<file path="config.mk">
export PLATFORM = sky130hd
export DESIGN_NAME = csr_access_ctrl_flat
export DESIGN_NICKNAME = d
export VERILOG_FILES = /design/src/rtl/csr_access_ctrl_if.sv /design/src/rtl/csr_access_ctrl.sv /design/src/flat_wrapper.sv
export SDC_FILE = /design/constraint.sdc
export NUM_CORES = 1
export LEC_CHECK = 0
export BUFFER_PORTS_ARGS = -buffer_cell sky130_fd_sc_hd__buf_2
export CAP_MARGIN = 10
export CORE_MARGIN = 2
export CORE_UTILIZATION = 40
export DETAILED_ROUTE_END_ITERATION = 6
export GPL_ROUTABILITY_DRIVEN = 0
export PLACE_DENSITY_LB_ADDON = 0.1
export SLEW_MARGIN = 30
export SYNTH_ARGS = -nofsm -noshare
export SYNTH_HDL_FRONTEND = slang
export SYNTH_SLANG_ARGS = --single-unit
export TNS_END_PERCENT = 100
</file>
<file path="constraint.sdc">
create_clock -name clk -period 4.5 [get_ports clk]
set_input_delay 0 -clock clk [delete_from_list [all_inputs] [get_ports clk]]
set_output_delay 0 -clock clk [all_outputs]
set_load 0.02 [all_outputs]
</file>
<file path="src/rtl/csr_access_ctrl_if.sv">
// Bundles the execute-side request, CSR-unit and writeback-response signals
// of the Zicsr access controller.
interface csr_access_ctrl_if;
  // Handshakes: a request transfers on a clock edge where req_valid & req_ready
  // are both high; a response transfers where rsp_valid & rsp_ready are both high.
  // A valid side holds its payload stable until the transfer edge.
  logic        req_valid;
  logic        req_ready;
  logic [2:0]  req_func3;
  logic [11:0] req_csr_addr;
  logic [4:0]  req_rs1_idx;
  logic [31:0] req_rs1_data;
  logic [4:0]  req_rd;
  logic        flush;

  logic [11:0] csr_addr;
  logic [2:0]  csr_func3;
  logic [4:0]  csr_imm;
  logic [31:0] csr_wdata;
  logic        csr_write_enable;
  logic [31:0] csr_rdata;
  logic        csr_write_done;

  logic        rsp_valid;
  logic        rsp_ready;
  logic [4:0]  rsp_rd;
  logic [31:0] rsp_data;
  logic        rsp_illegal;
  logic        rsp_timeout;

  modport master (
    output req_valid, req_func3, req_csr_addr, req_rs1_idx, req_rs1_data, req_rd,
           flush, csr_rdata, csr_write_done, rsp_ready,
    input  req_ready, csr_addr, csr_func3, csr_imm, csr_wdata, csr_write_enable,
           rsp_valid, rsp_rd, rsp_data, rsp_illegal, rsp_timeout
  );

  modport slave (
    input  req_valid, req_func3, req_csr_addr, req_rs1_idx, req_rs1_data, req_rd,
           flush, csr_rdata, csr_write_done, rsp_ready,
    output req_ready, csr_addr, csr_func3, csr_imm, csr_wdata, csr_write_enable,
           rsp_valid, rsp_rd, rsp_data, rsp_illegal, rsp_timeout
  );
endinterface

</file>
<file path="src/rtl/csr_access_ctrl.sv">
// Zicsr sequencer: read old CSR value, compute RW/RS/RC result, issue one write
// strobe, wait for the CSR unit's acknowledge and return the old value.
module csr_access_ctrl #(
  parameter int TIMEOUT_CYCLES = 4
) (
  input  logic               clk,
  input  logic               rst_n,
  csr_access_ctrl_if.slave   bus,
  output logic [2:0]         dbg_state
);

  typedef enum logic [2:0] {
    IDLE  = 3'd0,
    READ  = 3'd1,
    WRITE = 3'd2,
    WAIT  = 3'd3,
    RESP  = 3'd4
  } state_t;

  localparam int CW = (TIMEOUT_CYCLES > 1) ? $clog2(TIMEOUT_CYCLES) : 1;
  localparam logic [CW-1:0] CNT_LAST = CW'(TIMEOUT_CYCLES - 1);

  state_t        state;
  logic [CW-1:0] wait_cnt;
  logic          flushed;
  logic [31:0]   rs1_data_q;
  logic [4:0]    rd_q;

  logic [31:0]   src;
  logic [31:0]   new_val;
  logic          do_write;
  logic          illegal;
  logic          wait_over;
  logic          flush_pending;

  // Operand decode works off the latched request, valid while in READ.
  always_comb begin
    src = bus.csr_func3[2] ? {27'b0, bus.csr_imm} : rs1_data_q;
    case (bus.csr_func3[1:0])
      2'b01:   new_val = src;
      2'b10:   new_val = bus.csr_rdata | src;
      2'b11:   new_val = bus.csr_rdata & ~src;
      default: new_val = bus.csr_rdata;
    endcase
    // imm holds the rs1 index for register forms, so x0/uimm=0 both suppress RS/RC writes
    do_write      = (bus.csr_func3[1:0] == 2'b01) | (bus.csr_imm != 5'd0);
    illegal       = (bus.csr_func3[1:0] == 2'b00) |
                    (do_write & (bus.csr_addr[11:10] == 2'b11));
    wait_over     = bus.csr_write_done | (wait_cnt == CNT_LAST);
    flush_pending = flushed | bus.flush;
  end

  assign dbg_state = state;

  always_ff @(posedge clk or negedge rst_n) begin
    if (!rst_n) begin
      state                <= IDLE;
      wait_cnt             <= '0;
      flushed              <= 1'b0;
      rs1_data_q           <= '0;
      rd_q                 <= '0;
      bus.req_ready        <= 1'b1;
      bus.csr_addr         <= '0;
      bus.csr_func3        <= '0;
      bus.csr_imm          <= '0;
      bus.csr_wdata        <= '0;
      bus.csr_write_enable <= 1'b0;
      bus.rsp_valid        <= 1'b0;
      bus.rsp_rd           <= '0;
      bus.rsp_data         <= '0;
      bus.rsp_illegal      <= 1'b0;
      bus.rsp_timeout      <= 1'b0;
    end else begin
      case (state)
        IDLE: begin
          if (bus.req_valid && bus.req_ready) begin
            bus.csr_addr  <= bus.req_csr_addr;
            bus.csr_func3 <= bus.req_func3;
            bus.csr_imm   <= bus.req_rs1_idx;
            rs1_data_q    <= bus.req_rs1_data;
            rd_q          <= bus.req_rd;
            flushed       <= 1'b0;
            bus.req_ready <= 1'b0;
            state         <= READ;
          end
        end
        READ: begin
          if (bus.flush) begin
            bus.req_ready <= 1'b1;
            state         <= IDLE;
          end else begin
            bus.rsp_data <= bus.csr_rdata;
            bus.rsp_rd   <= illegal ? 5'd0 : rd_q;
            if (illegal || !do_write) begin
              bus.rsp_illegal <= illegal;
              bus.rsp_valid   <= 1'b1;
              state           <= RESP;
            end else begin
              bus.csr_wdata        <= new_val;
              bus.csr_write_enable <= 1'b1;
              state                <= WRITE;
            end
          end
        end
        WRITE: begin
          bus.csr_write_enable <= 1'b0;
          wait_cnt             <= '0;
          flushed              <= flush_pending;
          state                <= WAIT;
        end
        WAIT: begin
          // A flush here lets the write finish, then drops the response.
          if (wait_over) begin
            if (flush_pending) begin
              bus.req_ready <= 1'b1;
              state         <= IDLE;
            end else begin
              bus.rsp_timeout <= !bus.csr_write_done;
              bus.rsp_valid   <= 1'b1;
              state           <= RESP;
            end
          end else begin
            wait_cnt <= wait_cnt + 1'b1;
            flushed  <= flush_pending;
          end
        end
        RESP: begin
          if (bus.rsp_ready || bus.flush) begin
            bus.rsp_valid   <= 1'b0;
            bus.rsp_illegal <= 1'b0;
            bus.rsp_timeout <= 1'b0;
            bus.req_ready   <= 1'b1;
            state           <= IDLE;
          end
        end
        default: begin
          bus.req_ready <= 1'b1;
          state         <= IDLE;
        end
      endcase
    end
  end

endmodule
</file>
<file path="src/flat_wrapper.sv">
// flat-port wrapper written by rule: the top's interface ports become plain ports
module csr_access_ctrl_flat 
#(
  parameter int TIMEOUT_CYCLES = 4
)
  (clk, rst_n, dbg_state, bus_req_valid, bus_req_func3, bus_req_csr_addr, bus_req_rs1_idx, bus_req_rs1_data, bus_req_rd, bus_flush, bus_csr_rdata, bus_csr_write_done, bus_rsp_ready, bus_req_ready, bus_csr_addr, bus_csr_func3, bus_csr_imm, bus_csr_wdata, bus_csr_write_enable, bus_rsp_valid, bus_rsp_rd, bus_rsp_data, bus_rsp_illegal, bus_rsp_timeout);
  csr_access_ctrl_if bus_i ();
  input  logic clk;
  input  logic rst_n;
  output logic [2:0] dbg_state;
  input wire logic [$bits(bus_i.req_valid)-1:0] bus_req_valid;
  input wire logic [$bits(bus_i.req_func3)-1:0] bus_req_func3;
  input wire logic [$bits(bus_i.req_csr_addr)-1:0] bus_req_csr_addr;
  input wire logic [$bits(bus_i.req_rs1_idx)-1:0] bus_req_rs1_idx;
  input wire logic [$bits(bus_i.req_rs1_data)-1:0] bus_req_rs1_data;
  input wire logic [$bits(bus_i.req_rd)-1:0] bus_req_rd;
  input wire logic [$bits(bus_i.flush)-1:0] bus_flush;
  input wire logic [$bits(bus_i.csr_rdata)-1:0] bus_csr_rdata;
  input wire logic [$bits(bus_i.csr_write_done)-1:0] bus_csr_write_done;
  input wire logic [$bits(bus_i.rsp_ready)-1:0] bus_rsp_ready;
  output wire logic [$bits(bus_i.req_ready)-1:0] bus_req_ready;
  output wire logic [$bits(bus_i.csr_addr)-1:0] bus_csr_addr;
  output wire logic [$bits(bus_i.csr_func3)-1:0] bus_csr_func3;
  output wire logic [$bits(bus_i.csr_imm)-1:0] bus_csr_imm;
  output wire logic [$bits(bus_i.csr_wdata)-1:0] bus_csr_wdata;
  output wire logic [$bits(bus_i.csr_write_enable)-1:0] bus_csr_write_enable;
  output wire logic [$bits(bus_i.rsp_valid)-1:0] bus_rsp_valid;
  output wire logic [$bits(bus_i.rsp_rd)-1:0] bus_rsp_rd;
  output wire logic [$bits(bus_i.rsp_data)-1:0] bus_rsp_data;
  output wire logic [$bits(bus_i.rsp_illegal)-1:0] bus_rsp_illegal;
  output wire logic [$bits(bus_i.rsp_timeout)-1:0] bus_rsp_timeout;
  assign bus_i.req_valid = bus_req_valid;
  assign bus_i.req_func3 = bus_req_func3;
  assign bus_i.req_csr_addr = bus_req_csr_addr;
  assign bus_i.req_rs1_idx = bus_req_rs1_idx;
  assign bus_i.req_rs1_data = bus_req_rs1_data;
  assign bus_i.req_rd = bus_req_rd;
  assign bus_i.flush = bus_flush;
  assign bus_i.csr_rdata = bus_csr_rdata;
  assign bus_i.csr_write_done = bus_csr_write_done;
  assign bus_i.rsp_ready = bus_rsp_ready;
  assign bus_req_ready = bus_i.req_ready;
  assign bus_csr_addr = bus_i.csr_addr;
  assign bus_csr_func3 = bus_i.csr_func3;
  assign bus_csr_imm = bus_i.csr_imm;
  assign bus_csr_wdata = bus_i.csr_wdata;
  assign bus_csr_write_enable = bus_i.csr_write_enable;
  assign bus_rsp_valid = bus_i.rsp_valid;
  assign bus_rsp_rd = bus_i.rsp_rd;
  assign bus_rsp_data = bus_i.rsp_data;
  assign bus_rsp_illegal = bus_i.rsp_illegal;
  assign bus_rsp_timeout = bus_i.rsp_timeout;
  csr_access_ctrl #(.TIMEOUT_CYCLES(TIMEOUT_CYCLES)) u_core (.clk(clk), .rst_n(rst_n), .bus(bus_i), .dbg_state(dbg_state));
endmodule
</file>
Word-level counts from Yosys, hierarchy flattened
Index checks and enable logic that the tools add are counted.
{ "totals": {"ff_bits": 137, "inputBits": 95, "elab_cells": 107} }
{ "op_classes": {"n_bitwise": 11, "addsub": 1, "n_eq_ne": 19, "reduce_logical": 25, "n_mux": 35} }
{ "op_table": {"columns": ["operator", "n"], "rows": [
  ["$pmux W32 S3", 1],
  ["$and A32 B32 Y32", 1],
  ["$mux W32", 1],
  ["$not A32 Y32", 1],
  ["$or A32 B32 Y32", 1],
  ["$mux W3", 6],
  ["$mux W1", 17],
  ["$pmux W3 S5", 1],
  ["$reduce_and A3 Y1", 4],
  ["$reduce_and A6 Y1", 2],
  ["$ne A2 B1 Y1 const B", 5],
  ["$ne A2 B2 Y1 const B", 5],
  ["$eq A2 B2 Y1 const B", 4],
  ["$reduce_and A4 Y1", 2],
  ["$reduce_bool A2 Y1", 4],
  ["$eq A3 B2 Y1 const B", 2],
  ["$pmux W1 S2", 3],
  ["$pmux W1 S3", 2],
  ["$reduce_and A2 Y1", 3],
  ["$reduce_bool A3 Y1", 2],
  ["$mux W5", 1],
  ["$pmux W1 S5", 1],
  ["$reduce_bool A5 Y1", 1],
  ["$or A1 B1 Y1", 4],
  ["other kinds (13)", 17]
]} }

Logic depth before layout (Yosys ltp)
Gate-level depths: netlist of run 1.
{ "logic_depth": {"word_depth": 8, "depth_mapped": 8, "ltp_nobuf": 5} }

Worst setup path after synthesis of run 1
Ideal clock, no wire load.
{ "synth_timing": {"path_kind": "reg2reg", "from": "reg u_core.bus.csr_imm[4]", "to": "reg u_core.bus.csr_wdata[10]", "arrival_ns": 1.809, "path_stages_with_launch": 7, "n_path_buf": 2, "required_time_ns": 4.370, "setup_slack_ns": 2.560, "path_cell_list": "dfrtp_1 -> or4_1 -> o31ai_4 -> or2_1 -> buf_4 -> buf_6 -> o31ai_2"} }
{ "synth_between": {"elab_chain_cells": 7} }
{ "synth_lines": {"columns": ["item", "line", "rtl"], "rows": [
  ["from (decl)", "csr_access_ctrl_if.sv:41", "output req_ready, csr_addr, csr_func3, csr_imm, csr_wdata, csr_write_enable,"],
  ["from (signal assigned)", "csr_access_ctrl.sv:79", "bus.csr_imm <= bus.req_rs1_idx;"],
  ["$reduce_bool A5 Y1 *", "csr_access_ctrl.sv:46", "do_write = (bus.csr_func3[1:0] == 2'b01) | (bus.csr_imm != 5'd0);"],
  ["$or A1 B1 Y1 *", "csr_access_ctrl.sv:46", null],
  ["$and A1 B1 Y1", "csr_access_ctrl.sv:48", "(do_write & (bus.csr_addr[11:10] == 2'b11));"],
  ["$or A1 B1 Y1", "csr_access_ctrl.sv:47", "illegal = (bus.csr_func3[1:0] == 2'b00) |"],
  ["$logic_or A1 B1 Y1 *", "csr_access_ctrl.sv:94", "if (illegal || !do_write) begin"],
  ["$not A1 Y1 (no source line) *", null, null],
  ["$reduce_and A3 Y1 (no source line) *", null, null],
  ["to (signal assigned)", "csr_access_ctrl.sv:99", "bus.csr_wdata <= new_val;"],
  ["to (decl)", "csr_access_ctrl_if.sv:41", null]
]} }
Mark *: on every way between the ends. The rest lies on a longest branch, timed or not.
A chain may end at the register's enable or synchronous reset.

Final worst setup path of run 1
{ "layout_timing": {"from": "reg u_core.bus.csr_imm[4]", "to": "reg u_core.bus.csr_write_enable"} }
{ "layout_between": {"elab_chain_cells": 7} }
{ "layout_lines": {"columns": ["item", "line", "rtl"], "rows": [
  ["$reduce_bool A5 Y1 *", "csr_access_ctrl.sv:46", null],
  ["$or A1 B1 Y1 *", "csr_access_ctrl.sv:46", null],
  ["$and A1 B1 Y1", "csr_access_ctrl.sv:48", null],
  ["$or A1 B1 Y1", "csr_access_ctrl.sv:47", null],
  ["$logic_or A1 B1 Y1 *", "csr_access_ctrl.sv:94", null],
  ["$ne A2 B2 Y1 (no source line) *", null, null],
  ["$reduce_and A3 Y1 (no source line) *", null, null],
  ["to (signal assigned)", "csr_access_ctrl.sv:67", "bus.csr_write_enable <= 1'b0;"],
  ["to (signal assigned)", "csr_access_ctrl.sv:100", "bus.csr_write_enable <= 1'b1;"],
  ["to (signal assigned)", "csr_access_ctrl.sv:106", "bus.csr_write_enable <= 1'b0;"],
  ["to (decl)", "csr_access_ctrl_if.sv:41", null]
]} }
Marks and branches as above.

==> summary.md, run 1 <==
| Metric | Value |
|---|---|
| First-pass GRT wire length | `28.4 mm` |
| Via count | `5290` |
| Count of input and output buffers | `191` |
| Count of antenna-violating nets left after detailed routing | `0` |
| TritonCTS clock tree | `done` |
| Final non-filler cell area | `8770 um2` |
| Die Outline Area | `roughly 17000 um2` |
| Remaining global-route overflow | `0` |
| Ant diodes | `0` |
| Maximum achievable frequency | `0.361 GHz` |
| Critical path depth in cells | `5` |
| YS warnings | `0` |
| Pin count of the biggest net entering global routing | `90` |
| Number of top-level pins | `192` |
| Combinational fraction of design power | `42.8%` |
| Area growth from synthesis to final layout | `41.0%` |
| Number of storage elements in the synthesis netlist | `137` |
| DP HPWL | `11.0 mm` |
| Final hold violations | `0` |
| Slowest cell on the critical path | `sky130_fd_sc_hd__or2_2` |
| Type of element capturing the critical path | `flop` |
| Max rail drop VDD | `0.292 mV` |
| Final setup TNS | `0 ps` |
| Minimum clock period after layout | `2770 ps` |
| Leakage component of the power | `4.22 nW` |
| Instance area at placement | `7290 um2` |
| Utilization after layout | `about 58%` |
| Clock network fraction of total power | `20.7%` |
| Run status | `completed` |
| Most common library cell in the layout ignoring fill and taps | `sky130_fd_sc_hd__buf_2` |
| Clock edge transition at the registers on the reported setup and hold paths | `60 ps` |
| Yosys top cell area share | `54.7%` |
| Buffers plus inverters on the worst setup path | `1` |
| Number of rows created at floorplan | `45` |
| Largest stage delay on the critical path | `790 ps` |
| Required time at the endpoint of the critical path | `4750 ps` |
| Fraction of layout cells with a size suffix above 1 | `36.7%` |
| Via-per-instance ratio | `slightly above 5` |
| Num CTS Buffers | `17` |
| Final period util | `61.5%` |
| Worst skew pair latency | `between 400 and 500 ps` |
| Total DRC errors in the routed layout | `0` |
| Worst min path class | `in -> async` |
| Count of clock tree sinks | `137` |
| Non-filler instance count after layout | `1030` |
| Transition time at the pin with the least slew margin | `roughly 940 ps` |
| Count of buffers added by post-CTS timing repair for setup | `0` |
| Startpoint type of the worst setup path | `flop` |
| Register area share after synthesis | `55.2%` |
| Final setup vio count | `0` |
| Number of instances in the synthesized netlist | `563` |
| Buffers from clock root to sink, at most | `2` |
| Post-synthesis average cell area | `11.0 um2` |
| Cell Pwr Density | `707 nW/um2` |
| Switching power | `~2.5 mW` |
| CP max FO | `34` |
| GRT Overall Usage | `22.1%` |
| Unique cell type count in the Yosys netlist | `42` |
| Clock tree root buffer cell | `sky130_fd_sc_hd__clkbuf_16` |
| Crit Path Class | `reg -> reg` |
| Total of max-cap violations | `0` |
| Post-synthesis net count | `659` |
| Deepest level of the CTS H-tree | `4` |
| Die Y | `about 130 um` |
| Area of the placeable core | `15200 um2` |
| Worst slew slack as a fraction of its limit | `approximately 38%` |
| Horizontal die dimension | `~130 um` |
| Number of design-rule violations left by the first detailed-router iteration | `270` |
| Via count of the first global-routing pass | `5506` |
| Family with the most delay on the worst path | `simple AND/OR/NAND/NOR gates` |
| Final wirelength | `17.6 mm` |
| Nets | `929` |
| Commonest cells after routing, fill and taps aside | `sky130_fd_sc_hd__buf_2 (190), sky130_fd_sc_hd__dfrtp_1 (135), sky130_fd_sc_hd__nand2_1 (107)` |
| Internal Pwr Total | `3.69 mW` |
| Switching Fraction | `40.4%` |
| Main synth FF type | `sky130_fd_sc_hd__dfrtp_1` |
| Pwr Total | `6.19 mW` |
| Relative contribution of sequential cells to total power | `36.5%` |
| Crit path DAT | `3010 ps` |
| RSZ-0062 raised after global routing | `no` |
| Number of instances resized during post-cts repair | `0` |
| Router iterations before antenna repair | `6` |
| Antenna violations before repair | `0` |
| Netlist area before placement | `6220 um2` |
| Leading post-synthesis cells by cell area | `sky130_fd_sc_hd__dfrtp_1 (55%), sky130_fd_sc_hd__mux2_2 (10%), sky130_fd_sc_hd__nand2_1 (6.5%), sky130_fd_sc_hd__o31ai_2 (4.0%), sky130_fd_sc_hd__o2bb2ai_1 (3.9%)` |
| Final Skew | `11.6 ps` |
| EDFF count, synth | `0` |
| Asr flop ratio synth | `between 90% and 100%` |
| Drt wl/cell | `around 17 um` |
| Max-slew violation count | `0` |
| Cells along the critical path | `or4_1, o31ai_4, buf_4, or2_2, a21boi_0` |
| Dominant cell type by area after synthesis | `sky130_fd_sc_hd__dfrtp_1` |
| Starting utilization of the core area | `40.9%` |
| Total placed cells including tap cells | `907` |
| Depth of the worst register-to-register path | `5` |
| Filler cell count | `1315` |
area by class of cell:
| class | instances | area [um2] | share of cell area, % |
|---|---|---|---|
| clock inverter | 4 | 45.0 | 0.514 |
| clock buffer | 24 | 482 | 5.50 |
| multi-input combinational | 382 | 2600 | 29.7 |
| timing repair buffer | 292 | 1960 | 22.3 |
| tap | 188 | 235 | 2.68 |
| inverter | 3 | 11.3 | 0.128 |
| sequential | 137 | 3430 | 39.1 |
path summary, 6_finish.rpt:
check | from | endpoint | slack [ps]
hold / removal | rst_n | u_core.dbg_state[0] | 220
setup reg to reg | u_core.bus.csr_imm[4] | u_core.bus.csr_write_enable | 1730
hold reg to reg | u_core.bus.rsp_data[27] | u_core.bus.rsp_data[27] | 470
setup / recovery | u_core.bus.csr_imm[4] | u_core.bus.csr_write_enable | 1730
max in group asynchronous | rst_n | u_core.bus.rsp_data[21] | 3080
min in group clk | bus_req_rs1_data[2] | u_core.rs1_data_q[2] | 340
cells by family (layout without fill, tap and decap cells):
| group | count (synthesis) | after routing | share of synthesized area, % |
|---|---|---|---|
| flops | 137 | 137 | 55.2 |
| fa+ha+maj | 1 | 1 | 0.201 |
| buf+inv | 44 | 323 | 3.20 |
| simple gates | 171 | 171 | 12.9 |
| compound gates | 148 | 148 | 17.4 |
| mux | 62 | 62 | 11.1 |
through the flow:
step | worst slack, ps | hold WS, ps
floorplan | 2560 | -296
global placement | 1790 | 127
detailed placement | 1730 | 142
CTS | 1710 | 278
global route | 1500 | 318
finish | 1730 | 218
registers in the layout (all words and copies together), names as in the netlist:
name                         flops
u_core.flushed                   1
u_core.bus.csr_wdata            32
u_core.bus.csr_func3             3
u_core.rs1_data_q               32
u_core.bus.rsp_rd                5
u_core.rd_q                      5
u_core.bus.req_ready             1
u_core.dbg_state                 3
u_core.bus.csr_imm               5
u_core.bus.csr_write_enable      1
u_core.bus.rsp_data             32
u_core.bus.rsp_illegal           1
u_core.bus.csr_addr             12
u_core.bus.rsp_timeout           1
u_core.wait_cnt                  2
u_core.bus.rsp_valid             1
power groups by stage:
stage               Combinational (mW)  Clock, mW  Sequential, mW
floorplan                         1.42          0            2.59
CTS                               2.68       1.31            2.26
detailed placement                2.61          0            2.27
global route                      2.93       1.36            2.34
finish                            2.65       1.28            2.26
global placement                  2.56          0            2.24
layer usage:
metal / GRT usage (%) / wire length (um)
met1: 27.6 / 7640
met2: 36.7 / 8600
met3: 5.16 / 911
met4: 9.72 / 454
met5: 0 / 0
timing repair:
action	4_1_cts	5_1_grt
endpoints found under the setup margin	0	0
hold endpoints to repair	211	0
hold buffers	95	0
synth_stat cells (all sizes together) (4+ instances only):
master / n
a22o: 5
nand3: 4
mux2i: 5
and3: 5
nor2b: 34
nand2: 108
nor3: 6
o2bb2ai: 28
a21oi: 35
buf: 11
o31ai: 29
dfrtp: 136
mux2: 57
o21ai: 40
clkbuf: 30
No activity file was read; power rests on OpenSTA's default activity.
==> run 2: changes to the inputs <==
clock period = 2.7 ns   (was 4.5 ns; I/O delays follow)
==> summary.md, run 2 (synthesis gave the netlist of run 1 again) <==
| Metric | Value |
|---|---|
| Worst min path class | `in -> async` |
| Utilization after layout | `58.4%` |
| RSZ-0062 raised after global routing | `no` |
| Launch point of the worst path | `u_core.bus.csr_imm[3]` |
| Horizontal die dimension | `129 um` |
| Router iterations before antenna repair | `4` |
| Cell Pwr Density | `1180 nW/um2` |
| Final period util | `79.7%` |
| Total area of sequential cells | `3430 um2` |
| Startpoint type of the worst setup path | `flop` |
| Area of the placeable core | `15200 um2` |
| Antenna violations before repair | `0` |
| Switching power | `between 4 and 5 mW` |
| Drt wl/cell | `between 15 and 20 um` |
| Clock edge transition at the registers on the reported setup and hold paths | `60 ps` |
| Worst slew slack as a fraction of its limit | `a little over two fifths` |
| Count of input and output buffers | `~190` |
| Remaining global-route overflow | `0` |
| Number of rows created at floorplan | `45` |
| Multi-input gate area | `2600 um2` |
| Transition time at the pin with the least slew margin | `about 850 ps` |
| Clock tree root buffer cell | `sky130_fd_sc_hd__clkbuf_16` |
| Final setup vio count | `0` |
| Maximum achievable frequency | `0.465 GHz` |
| Nets | `~940` |
| Crit path DAT | `2450 ps` |
| Total of max-cap violations | `0` |
| Crit Path Class | `reg -> reg` |
| Final setup TNS | `0 ps` |
| RR Startpoint | `u_core.bus.csr_imm[3]` |
| Leakage component of the power | `roughly 4.3 nW` |
| Required time at the endpoint of the critical path | `around 3000 ps` |
| Pwr Total | `10.5 mW` |
| GRT Overall Usage | `22.4%` |
| DP HPWL | `11.3 mm` |
| Run status | `completed` |
| Via-per-instance ratio | `5.19` |
| Count of clock tree sinks | `137` |
| Filler cell count | `1285` |
| CP max FO | `20` |
| Via count | `about 5.4k` |
| Most common library cell in the layout ignoring fill and taps | `sky130_fd_sc_hd__buf_2` |
| Count of antenna-violating nets left after detailed routing | `0` |
| Final hold violations | `0` |
| Pin count of the biggest net entering global routing | `91` |
| Total DRC errors in the routed layout | `0` |
| Final wirelength | `about 18 mm` |
| Internal Pwr Total | `6.24 mW` |
| Commonest cells after routing, fill and taps aside | `sky130_fd_sc_hd__buf_2 (190), sky130_fd_sc_hd__dfrtp_1 (135), sky130_fd_sc_hd__nand2_1 (107)` |
| Worst skew pair latency | `420 ps` |
| Ant diodes | `0` |
| Number of design-rule violations left by the first detailed-router iteration | `245` |
| Number of top-level pins | `approximately 190` |
| Area growth from synthesis to final layout | `42.8%` |
| Largest registers ranked by flip-flop count | `u_core.bus.csr_wdata: 32 flops, u_core.bus.rsp_data: 32 flops, u_core.rs1_data_q: 32 flops` |
| Max rail drop VDD | `0.621 mV` |
| Die Outline Area | `approximately 17000 um2` |
| Combinational fraction of design power | `between 40 and 50%` |
| Buffers from clock root to sink, at most | `2` |
| Starting utilization of the core area | `40.9%` |
| Type of element capturing the critical path | `flop` |
| First-pass GRT wire length | `28.5 mm` |
| Relative contribution of sequential cells to total power | `35.3%` |
| Max-slew violation count | `0` |
| TritonCTS clock tree | `done` |
| Number of instances resized during post-cts repair | `0` |
| Num CTS Buffers | `17` |
| Final Skew | `5.17 ps` |
| Deepest level of the CTS H-tree | `4` |
| Via count of the first global-routing pass | `5544` |
| Switching Fraction | `40.4%` |
| Minimum clock period after layout | `roughly 2200 ps` |
| Die Y | `129 um` |
| Fraction of layout cells with a size suffix above 1 | `37.6%` |
| Clock network fraction of total power | `21.1%` |
-- run 2: path summary, 6_finish.rpt --
| check | to | slack, ps | cells past startpoint |
|---|---|---|---|
| max | u_core.bus.csr_write_enable | 550 | 5 |
| min | u_core.bus.rsp_data[22] | 220 | 2 |
| max reg2reg | u_core.bus.csr_write_enable | 550 | 5 |
| min reg2reg | u_core.bus.rsp_data[0] | 460 | 2 |
| max in group asynchronous | u_core.bus.csr_func3[2] | 1700 | 3 |
| min in group clk | u_core.bus.rsp_timeout | 320 | 3 |
-- run 2: metal layers --
metal,wire [um],track usage [%],vias up
met4,516,10.1,0
met3,762,5.03,32
met2,8730,38.3,162
met1,7660,27.1,2663
met5,0,0,-
li1,-,-,2533
-- run 2: layout make-up --
cell class	count	area share (%)
flip-flops and latches	137	38.6
multi-input cells	382	29.3
repair buffers	298	23.0
clock buffers	22	5.45
well taps	188	2.65
clock inverters	8	0.803
inverters	3	0.127
-- run 2: repair_timing --
action,CTS,global route
hold buffers,95,0
hold endpoints to repair,210,0
buffers inserted,0,0
-- run 2: metrics by stage --
step	setup WS, ps	instance area [um2]	hold WS [ps]	cells
3_5_place_dp	539	7370	149	913
2_1_floorplan	760	6220	-296	563
6_report	549	8880	218	1038
3_3_place_gp	606	7370	141	913
5_1_grt	428	8880	277	1038
4_1_cts	513	8880	270	1038
-- run 2: power by group through the flow --
stage	clock [mW]	combinational, mW	sequential, mW
5_1_grt	2.34	5.01	3.84
6_report	2.20	4.57	3.70
4_1_cts	2.25	4.62	3.70
3_5_place_dp	0	4.51	3.72
2_1_floorplan	0	2.37	4.32
3_3_place_gp	0	4.42	3.66
-- run 2: worst max-delay path, stage by stage, from the launching register on --
cell	delay, ps
sky130_fd_sc_hd__dfrtp_1	420
sky130_fd_sc_hd__or4_1	600
sky130_fd_sc_hd__o31ai_4	220
sky130_fd_sc_hd__or2_2	440
sky130_fd_sc_hd__buf_12	240
sky130_fd_sc_hd__a21boi_0	100
